**src/rtl/limb_mult_pkg.sv**
```systemverilog
// Shared helpers for the limb-serial multiplier: stage-count arithmetic and mod-3 residues.
// The residue helpers are only used when LIMB_MULT_PIPE_RESIDUE_CHECK_EN is defined.
package limb_mult_pkg;

    localparam int RES_MAX_BITS = 1024;

    function automatic int ceil_div(input int num, input int den);
        return (num + den - 1) / den;
    endfunction

    // 4 == 1 (mod 3), so summing 2-bit groups preserves the residue
    function automatic logic [1:0] residue_mod3(input logic [RES_MAX_BITS-1:0] x);
        logic [2:0] r;
        r = 3'd0;
        for (int i = 0; i < RES_MAX_BITS / 2; i++) begin
            r = r + {1'b0, x[2*i +: 2]};
            if (r >= 3'd3) begin
                r = r - 3'd3;
            end else begin
                r = r;
            end
        end
        return r[1:0];
    endfunction

    function automatic logic [1:0] mul_mod3(input logic [1:0] ra, input logic [1:0] rb);
        logic [3:0] p;
        logic [1:0] r;
        p = {2'b00, ra} * {2'b00, rb};
        case (p)
            4'd0:    r = 2'd0;
            4'd1:    r = 2'd1;
            4'd2:    r = 2'd2;
            4'd3:    r = 2'd0;
            4'd4:    r = 2'd1;
            default: r = 2'd0;
        endcase
        return r;
    endfunction

endpackage

```
**src/rtl/if_axi_stream.sv**
```systemverilog
// Stream bundle used between the Barrett reducer and its multiplier.
// master: the multiplier's request side (reads beats, drives rdy); slave: its response side.
interface if_axi_stream #(
    parameter int DAT_BITS = 64,
    parameter int CTL_BITS = 8
);
    logic                val;
    logic                rdy;
    logic                sop;
    logic                eop;
    logic [DAT_BITS-1:0] dat;
    logic [CTL_BITS-1:0] ctl;

    modport master (input val, input dat, input ctl, input sop, input eop, output rdy);
    modport slave  (output val, output dat, output ctl, output sop, output eop, input rdy);
endinterface

```
**src/rtl/limb_mult_row.sv**
```systemverilog
// One registered schoolbook row: acc + (a * limb) << ((ROW-1)*LIMB_BITS).
// Holds its contents while adv is low; valid is the only reset state.
module limb_mult_row
    import limb_mult_pkg::*;
#(
    parameter int DAT_BITS  = 381,
    parameter int LIMB_BITS = 64,
    parameter int CTL_BITS  = 8,
    parameter int ROW       = 1
) (
    input  logic                    i_clk,
    input  logic                    i_rst,
    input  logic                    adv,
    input  logic                    src_val,
    input  logic [CTL_BITS-1:0]     src_ctl,
    input  logic [DAT_BITS-1:0]     src_a,
    input  logic [LIMB_BITS-1:0]    src_limb,
    input  logic [2*DAT_BITS-1:0]   src_acc,
    output logic                    val_r,
    output logic [CTL_BITS-1:0]     ctl_r,
    output logic [2*DAT_BITS-1:0]   acc_r
);

    localparam int PRD_BITS = 2 * DAT_BITS;
    localparam int SHIFT    = (ROW - 1) * LIMB_BITS;

    logic [DAT_BITS+LIMB_BITS-1:0] part_s;
    logic [PRD_BITS-1:0]           term_s;
    logic [PRD_BITS-1:0]           sum_s;

    // partial product for this row; running sum never exceeds 2*DAT_BITS bits
    always_comb begin
        part_s = {{LIMB_BITS{1'b0}}, src_a} * {{DAT_BITS{1'b0}}, src_limb};
        term_s = PRD_BITS'(part_s) << SHIFT;
        sum_s  = src_acc + term_s;
    end

    // stage valid
    always_ff @(posedge i_clk) begin
        if (i_rst) begin
            val_r <= 1'b0;
        end else if (adv) begin
            val_r <= src_val;
        end
    end

    // stage payload, deliberately not reset
    always_ff @(posedge i_clk) begin
        if (adv) begin
            ctl_r <= src_ctl;
            acc_r <= sum_s;
        end
    end

endmodule

```
**src/rtl/limb_mult_pipe.sv**
```systemverilog
// Pipelined limb-serial unsigned multiplier with valid/ready backpressure on both stream ports.
// Optional mod-3 residue self-check enabled by defining LIMB_MULT_PIPE_RESIDUE_CHECK_EN.
module limb_mult_pipe
    import limb_mult_pkg::*;
#(
    parameter int DAT_BITS  = 381,
    parameter int LIMB_BITS = 64,
    parameter int CTL_BITS  = 8
) (
    input  logic          i_clk,
    input  logic          i_rst,
    if_axi_stream.master  i_mul_if,
    if_axi_stream.slave   o_mul_if,
    output logic          o_err
);

    localparam int NL       = ceil_div(DAT_BITS, LIMB_BITS);
    localparam int B_BITS   = NL * LIMB_BITS;
    localparam int PRD_BITS = 2 * DAT_BITS;

    logic                adv_s [0:NL];
    logic                val_s [0:NL];
    logic [CTL_BITS-1:0] ctl_s [0:NL];
    logic [PRD_BITS-1:0] acc_s [0:NL];
    logic [DAT_BITS-1:0] a_r   [0:NL-1];
    logic [B_BITS-1:0]   b_r   [0:NL-1];
    logic                val0_r;
    logic [CTL_BITS-1:0] ctl0_r;

    assign val_s[0] = val0_r;
    assign ctl_s[0] = ctl0_r;
    assign acc_s[0] = '0;

    // stage k may load when some stage at or below it is empty, or the output drains
    always_comb begin
        logic full_v;
        full_v = 1'b1;
        for (int k = NL; k >= 0; k--) begin
            full_v   = full_v & val_s[k];
            adv_s[k] = ~full_v | o_mul_if.rdy;
        end
    end

    // S0 valid
    always_ff @(posedge i_clk) begin
        if (i_rst) begin
            val0_r <= 1'b0;
        end else if (adv_s[0]) begin
            val0_r <= i_mul_if.val;
        end
    end

    // S0 operand capture; b is zero-extended so the top limb is well defined
    always_ff @(posedge i_clk) begin
        if (adv_s[0]) begin
            a_r[0] <= i_mul_if.dat[0 +: DAT_BITS];
            b_r[0] <= B_BITS'(i_mul_if.dat[DAT_BITS +: DAT_BITS]);
            ctl0_r <= i_mul_if.ctl;
        end
    end

    for (genvar k = 1; k < NL; k++) begin : g_opnd
        // operands ride alongside the rows that still need them
        always_ff @(posedge i_clk) begin
            if (adv_s[k]) begin
                a_r[k] <= a_r[k-1];
                b_r[k] <= b_r[k-1];
            end
        end
    end

    for (genvar k = 1; k <= NL; k++) begin : g_row
        limb_mult_row #(
            .DAT_BITS  (DAT_BITS),
            .LIMB_BITS (LIMB_BITS),
            .CTL_BITS  (CTL_BITS),
            .ROW       (k)
        ) u_row (
            .i_clk    (i_clk),
            .i_rst    (i_rst),
            .adv      (adv_s[k]),
            .src_val  (val_s[k-1]),
            .src_ctl  (ctl_s[k-1]),
            .src_a    (a_r[k-1]),
            .src_limb (b_r[k-1][(k-1)*LIMB_BITS +: LIMB_BITS]),
            .src_acc  (acc_s[k-1]),
            .val_r    (val_s[k]),
            .ctl_r    (ctl_s[k]),
            .acc_r    (acc_s[k])
        );
    end

    // the last row is the output register; every beat is a single-beat packet
    assign i_mul_if.rdy = adv_s[0];
    assign o_mul_if.val = val_s[NL];
    assign o_mul_if.sop = val_s[NL];
    assign o_mul_if.eop = val_s[NL];
    assign o_mul_if.dat = acc_s[NL];
    assign o_mul_if.ctl = ctl_s[NL];

`ifdef LIMB_MULT_PIPE_RESIDUE_CHECK_EN
    logic [1:0] ra_r [0:NL];
    logic [1:0] rb_r [0:NL];
    logic       err_r;

    // S0 operand residues
    always_ff @(posedge i_clk) begin
        if (adv_s[0]) begin
            ra_r[0] <= residue_mod3(RES_MAX_BITS'(i_mul_if.dat[0 +: DAT_BITS]));
            rb_r[0] <= residue_mod3(RES_MAX_BITS'(i_mul_if.dat[DAT_BITS +: DAT_BITS]));
        end
    end

    for (genvar k = 1; k <= NL; k++) begin : g_res
        // residues advance in lock-step with the row they describe
        always_ff @(posedge i_clk) begin
            if (adv_s[k]) begin
                ra_r[k] <= ra_r[k-1];
                rb_r[k] <= rb_r[k-1];
            end
        end
    end

    // sticky flag on any accepted product whose residue disagrees
    always_ff @(posedge i_clk) begin
        if (i_rst) begin
            err_r <= 1'b0;
        end else if (val_s[NL] && o_mul_if.rdy &&
                     (mul_mod3(ra_r[NL], rb_r[NL]) != residue_mod3(RES_MAX_BITS'(acc_s[NL])))) begin
            err_r <= 1'b1;
        end
    end

    assign o_err = err_r;
`else
    assign o_err = 1'b0;
`endif

endmodule

```
**src/flat_wrapper.sv**
```systemverilog
// flat-port wrapper written by rule: the top's interface ports become plain ports
module limb_mult_pipe_flat import limb_mult_pkg::*;
#(
    parameter int DAT_BITS  = 381,
    parameter int LIMB_BITS = 64,
    parameter int CTL_BITS  = 8
)
  (i_clk, i_rst, o_err, i_mul_if_val, i_mul_if_dat, i_mul_if_ctl, i_mul_if_sop, i_mul_if_eop, i_mul_if_rdy, o_mul_if_val, o_mul_if_dat, o_mul_if_ctl, o_mul_if_sop, o_mul_if_eop, o_mul_if_rdy);
  if_axi_stream #(.DAT_BITS(DAT_BITS), .CTL_BITS(CTL_BITS)) i_mul_if_i ();
  if_axi_stream #(.DAT_BITS(DAT_BITS), .CTL_BITS(CTL_BITS)) o_mul_if_i ();
  input  logic i_clk;
  input  logic i_rst;
  output logic o_err;
  input wire logic [$bits(i_mul_if_i.val)-1:0] i_mul_if_val;
  input wire logic [$bits(i_mul_if_i.dat)-1:0] i_mul_if_dat;
  input wire logic [$bits(i_mul_if_i.ctl)-1:0] i_mul_if_ctl;
  input wire logic [$bits(i_mul_if_i.sop)-1:0] i_mul_if_sop;
  input wire logic [$bits(i_mul_if_i.eop)-1:0] i_mul_if_eop;
  output wire logic [$bits(i_mul_if_i.rdy)-1:0] i_mul_if_rdy;
  output wire logic [$bits(o_mul_if_i.val)-1:0] o_mul_if_val;
  output wire logic [$bits(o_mul_if_i.dat)-1:0] o_mul_if_dat;
  output wire logic [$bits(o_mul_if_i.ctl)-1:0] o_mul_if_ctl;
  output wire logic [$bits(o_mul_if_i.sop)-1:0] o_mul_if_sop;
  output wire logic [$bits(o_mul_if_i.eop)-1:0] o_mul_if_eop;
  input wire logic [$bits(o_mul_if_i.rdy)-1:0] o_mul_if_rdy;
  assign i_mul_if_i.val = i_mul_if_val;
  assign i_mul_if_i.dat = i_mul_if_dat;
  assign i_mul_if_i.ctl = i_mul_if_ctl;
  assign i_mul_if_i.sop = i_mul_if_sop;
  assign i_mul_if_i.eop = i_mul_if_eop;
  assign i_mul_if_rdy = i_mul_if_i.rdy;
  assign o_mul_if_val = o_mul_if_i.val;
  assign o_mul_if_dat = o_mul_if_i.dat;
  assign o_mul_if_ctl = o_mul_if_i.ctl;
  assign o_mul_if_sop = o_mul_if_i.sop;
  assign o_mul_if_eop = o_mul_if_i.eop;
  assign o_mul_if_i.rdy = o_mul_if_rdy;
  limb_mult_pipe #(.DAT_BITS(DAT_BITS), .LIMB_BITS(LIMB_BITS), .CTL_BITS(CTL_BITS)) u_core (.i_clk(i_clk), .i_rst(i_rst), .i_mul_if(i_mul_if_i), .o_mul_if(o_mul_if_i), .o_err(o_err));
endmodule
```
**config.mk**
```make
export PLATFORM = sky130hd
export DESIGN_NAME = limb_mult_pipe_flat
export DESIGN_NICKNAME = d
export VERILOG_FILES = /design/src/rtl/limb_mult_pkg.sv /design/src/rtl/if_axi_stream.sv /design/src/rtl/limb_mult_row.sv /design/src/rtl/limb_mult_pipe.sv /design/src/flat_wrapper.sv
export SDC_FILE = /design/constraint.sdc
export NUM_CORES = 1
export LEC_CHECK = 0
export CAP_MARGIN = 20
export CORE_AREA = 4 4 303 305
export DETAILED_ROUTE_END_ITERATION = 16
export DIE_AREA = 0 0 307 309
export SLEW_MARGIN = 20
export SYNTH_ARGS = -nofsm -noshare
export SYNTH_HDL_FRONTEND = slang
export SYNTH_MEMORY_MAX_BITS = 65536
export SYNTH_SLANG_ARGS = --single-unit
```
**constraint.sdc**
```tcl
create_clock -name i_clk -period 1.3 [get_ports i_clk]
set_input_delay 0.195 -clock i_clk [delete_from_list [all_inputs] [get_ports i_clk]]
set_output_delay 0.195 -clock i_clk [all_outputs]
set_load 0.1 [all_outputs]
```
== After elaboration in Yosys (flattened, before gate mapping) ==
Memories as Yosys holds them, arrays and structs flattened.
Index checks and enable logic that the tools add are counted.

* Bitwise logic cells: 20
* $add $sub $neg: 5
* Mux-type cells: 12
* Multipliers: 6

{| class="wikitable"
|+ Operators with widths
! cell !! number
|-
| adder 381 bit || 5
|-
| multiplier 381 x 64 -> 125 bit || 1
|-
| multiplier 381 x 64 -> 189 bit || 1
|-
| multiplier 381 x 64 -> 253 bit || 1
|-
| multiplier 381 x 64 -> 317 bit || 1
|-
| multiplier 381 x 64 -> 381 bit || 1
|-
| multiplier 381 x 64 -> 61 bit || 1
|-
| two-way mux 1 bit || 12
|-
| inverter 1 bit || 7
|-
| bitwise OR 1 bit || 7
|-
| AND 1 bit || 6
|}

* Register bits: 2,349
* Memories: 2
* Output and inout port bits: 394
* Bits of input ports: 395
* RAM bits: 4,590

{| class="wikitable"
|+ Memories
! name !! words !! bits a word !! rd ports !! clocked after Yosys merged registers in !! write ports !! RTL line !! source
|-
| u_core.b_r || 6 || 384 || 6 || 0 || 6 || limb_mult_pipe.sv:26 || <nowiki>logic [B_BITS-1:0] b_r [0:NL-1];</nowiki>
|-
| u_core.a_r || 6 || 381 || 6 || 0 || 6 || limb_mult_pipe.sv:25 || <nowiki>logic [DAT_BITS-1:0] a_r [0:NL-1];</nowiki>
|}

== Logic depth before layout (Yosys ltp) ==
* Depth in word-level cells: 10
* Gate-level depth with buffers: 4

== Worst setup path before layout ==
No wires, ideal clock.

* Path type: reg-to-reg
* Start point: register u_core.g_row[6].u_row.val_r
* End point: register u_core.ctl0_r[0] (enable)
* Path buffers: 1
* Data arrival time: 1,976 ps
* Setup time: 487 ps
* Stages on the path, launching flop included: 4
* Slack: -1,163 ps
* Cells stage by stage: dfxtp_1 > and4b_1 > buf_6 > nand3_2

* Cells in the longest elaborated chain, start to end: 8

{| class="wikitable"
|+ RTL lines
! element !! RTL line !! source
|-
| start: declaration || limb_mult_row.sv:19 || <nowiki>output logic val_r,</nowiki>
|-
| start signal: assignment || limb_mult_row.sv:43 || <nowiki>val_r <= src_val;</nowiki>
|-
| AND 1 bit (6 in a row) || limb_mult_pipe.sv:39 || <nowiki>full_v = full_v & val_s[k];</nowiki>
|-
| inverter 1 bit || limb_mult_pipe.sv:40 || <nowiki>adv_s[k] = ~full_v | o_mul_if.rdy;</nowiki>
|-
| bitwise OR 1 bit || limb_mult_pipe.sv:40 ||
|-
| via i_mul_if_rdy || flat_wrapper.sv:19 || <nowiki>output wire logic [$bits(i_mul_if_i.rdy)-1:0] i_mul_if_rdy;</nowiki>
|-
| end signal: assignment || limb_mult_pipe.sv:58 || <nowiki>ctl0_r <= i_mul_if.ctl;</nowiki>
|-
| end: declaration || limb_mult_pipe.sv:28 || <nowiki>logic [CTL_BITS-1:0] ctl0_r;</nowiki>
|}

The timed path passes the listed nets, and every way through them passes these cells.
A chain may end at the register's enable or synchronous reset.

== Worst setup path after layout ==
* Start point: register u_core.g_row[4].u_row.val_r
* End point: output port i_mul_if_rdy

* Cells in the longest elaborated chain, start to end: 7

{| class="wikitable"
|+ RTL lines
! element !! RTL line
|-
| start: declaration || limb_mult_row.sv:19
|-
| start signal: assignment || limb_mult_row.sv:43
|-
| AND 1 bit (5 in a row) || limb_mult_pipe.sv:39
|-
| inverter 1 bit || limb_mult_pipe.sv:40
|-
| bitwise OR 1 bit || limb_mult_pipe.sv:40
|-
| end: declaration || flat_wrapper.sv:19
|}

Every way passes these cells.

==> out/qor.txt <==
Post-DP HPWL: 5320 um
Vias per inst: 1.12
Largest family of logic cells by synthesized area: buffers and inverters
Via count: 1890
CP max FO: 2
CP Class: reg -> out
Fin nets: 910
Startpoint types: register
WHS: 411 ps
Fin crit share: 112%
XOR/XNOR Fraction of Synth Area: 0%
Req. time, crit path: 1110 ps
All-Layer GR Usage: 0.949%
Cts-stage hold buffer count: 0
Post-synth cell types: 14
Pin count of the biggest net entering global routing: 10
Top post-synthesis cells by area: buf_4 60%, edfxtp_1 34%, dfxtp_1 2.8%
Slowest Stage Delay on Critical Path: 320 ps
Port-buffer cells: 23
Area Overhead vs Synth: 13.3%
Die Span X: 307 um
Slowest cell on the critical path: dfxtp_2
Total Power: 9.33 mW
Final Core Density: 6.24%
Synth top area share: 59.8%
#FFs+latches synth: 63
Mean routed wirelength per cell: 3.58 um
Worst Skew: 4.87 ps
Final Hold Vio Count: 0
# diodes: 0
Status: complete, but fails checks
Mux cell area share after synthesis: 0%
Worst setup EP type: output pin
Critical-path cell list: and4b_1 > buf_4 > nand3_4 > buf_12
VDD IR-drop max: 1.04 mV
TritonCTS Buffers: 9
Area fraction in compound gates after synthesis: 0.509%
Share of layout cells above drive strength 1: 7.51%
Clock Root Buffer: clkbuf_16
Worst skew pair latency: 320 ps
DRC: 0
Leak Pwr: 2.28 nW
Family with the most delay on the worst path: flip-flops
Vias in the first global route: 1240
Synth area leader: buf_4
1st-pass router iterations: 2
ANT nets after route: 0
MaxCap Viol Count: 0
Reg clk slew, reported paths: 50 ps
RSZ-0062 raised after global routing: true
Arrival time worst endpoint: 1270 ps
Final critical path time including I/O delays and setup: 1460 ps
Initial antenna violation count: 0
Fmax: 684 MHz
P per Cell Area: 1670 mW/mm2
Synthesized cell area: 0.00492 mm2
Initial Util: 5.50%
Clock Sinks: 63
Syn Area/Cell: 10.2 um2
Seq/Total Area, Yosys: 37.0%
Mapped Cells: 481
DP Cell Count: 1678
Hold WC Path Type: reg -> reg
Rows: 110
H-tree depth: 3
WP buf/inv: 2
Post-Synth Adder-Cell Area: 0%
Max Slew Vio Count: 0
Core Box Area: 0.0893 mm2
Count of yosys warnings during synthesis: 0
First DRT Iteration DRCs: 45
Simple-gate share of the synthesized area: 1.91%
Total die area: 0.0949 mm2
Clk buf depth: 2
Last weighted congestion value of the routability-driven placer: 0.584
Final setup fails: 6
Die Y: 309 um
Final WS setup: -161 ps
Final wirelength: 6080 um
Grt total ovfl: 0
Final Non-Filler Cells: 1695
Failing checks: negative setup slack
First-pass GRT wire length: 6450 um
CTS tree: built
I/O pin count: 789
[metrics by stage]
step / setup TNS, ps / worst slack, ps / cell area [um2]
after floorplan: -4720 / -330 / 6360
after global placement: -12470 / -320 / 5300
after detailed placement: -13680 / -345 / 5300
after CTS: -274 / -187 / 5570
after global routing: -980 / -230 / 5570
final: -185 / -161 / 5570
[Yosys cell counts (all sizes together)]
cell type,number
nand2,2
dfxtp,7
nand3,2
a21oi,5
buf,393
nand4,1
edfxtp,56
inv,5
nor2b,1
conb,1
nor2,6
and4b,1
and3,1
[cell type report]
cell class	count	area [um2]
Fill cell	10400	83800
Sequential cell	63	1830
Multi-Input combinational cell	401	1560
Tap cell	1176	1470
Timing Repair Buffer	35	443
Clock buffer	12	236
Inverter	5	22.5
Clock inverter	3	11.3
[where the power goes]
part	internal [mW]	total, mW	switching [mW]
combinational	0.0846	5.02	4.94
clock	1.25	1.97	0.718
sequential	2.30	2.33	0.0328
total	3.64	9.33	5.69
[metal layers]
metal	global-route usage [%]	share of wire (%)
met5	0	0
met3	1.16	32
met2	1.07	36
met1	1.03	32
met4	0.360	0.92
[path summary, 6_finish.rpt]
kind                                                          startpoint                                        to  slack, ps  cells after the start
worst min-delay path            u_core.g_row[2].u_row.ctl_r[1]$_DFFE_PP_  u_core.g_row[3].u_row.ctl_r[1]$_DFFE_PP_        410                      0
worst min register to register  u_core.g_row[2].u_row.ctl_r[1]$_DFFE_PP_  u_core.g_row[3].u_row.ctl_r[1]$_DFFE_PP_        410                      0
worst max-delay path            u_core.g_row[4].u_row.val_r$_SDFFE_PP0P_                              i_mul_if_rdy       -160                      4
worst max register to register  u_core.g_row[4].u_row.val_r$_SDFFE_PP0P_                u_core.ctl0_r[3]$_DFFE_PP_          0                      5
[kinds of logic after synthesis]
kind of cell	after synthesis
DFF	63
AOI/OAI and AO/OA	5
other	1
buffers and inverters	398
and+or+nand+nor	14
[state kept, by name (all words and copies together), names as in the netlist]
register,count
u_core.g_row.u_row.ctl_r,48
u_core.ctl0_r,8
u_core.val0_r,1
u_core.g_row.u_row.val_r,6
[placed cells by master, fill, tap and decap left out]
cell type / Yosys / routed
conb_1: 1 / 382
edfxtp_1: 56 / 56
buf_12: 0 / 12
buf_4: 392 / 11
clkdlybuf4s50_1: 0 / 10
clkbuf_16: 0 / 9
nor2_1: 6 / 6
a21oi_1: 5 / 5
dfxtp_1: 7 / 5
inv_1: 5 / 4
clkinv_1: 0 / 3
clkbuf_1: 0 / 3
nand2_1: 2 / 2
nor2b_1: 1 / 1
and4b_1: 1 / 1
and3_1: 1 / 1
nand3_4: 0 / 1
nand4_4: 1 / 1
nand3_2: 2 / 1
clkinvlp_4: 0 / 1
dlygate4sd2_1: 0 / 1
buf_6: 1 / 1
dfxtp_2: 0 / 1
dfxtp_4: 0 / 1
[worst register-to-register path, stage by stage (launching register included)]
cell	delay, ps
dfxtp_2	320
and4b_1	220
buf_4	120
nand3_4	80
buf_4	170
buf_4	150
[what timing repair did]
item	in CTS	in global routing
pin swaps	1	0
resized for setup	3	1
setup buffers	2	0
endpoints found under the setup margin	9	28
Power figures use the tool's default switching activity.
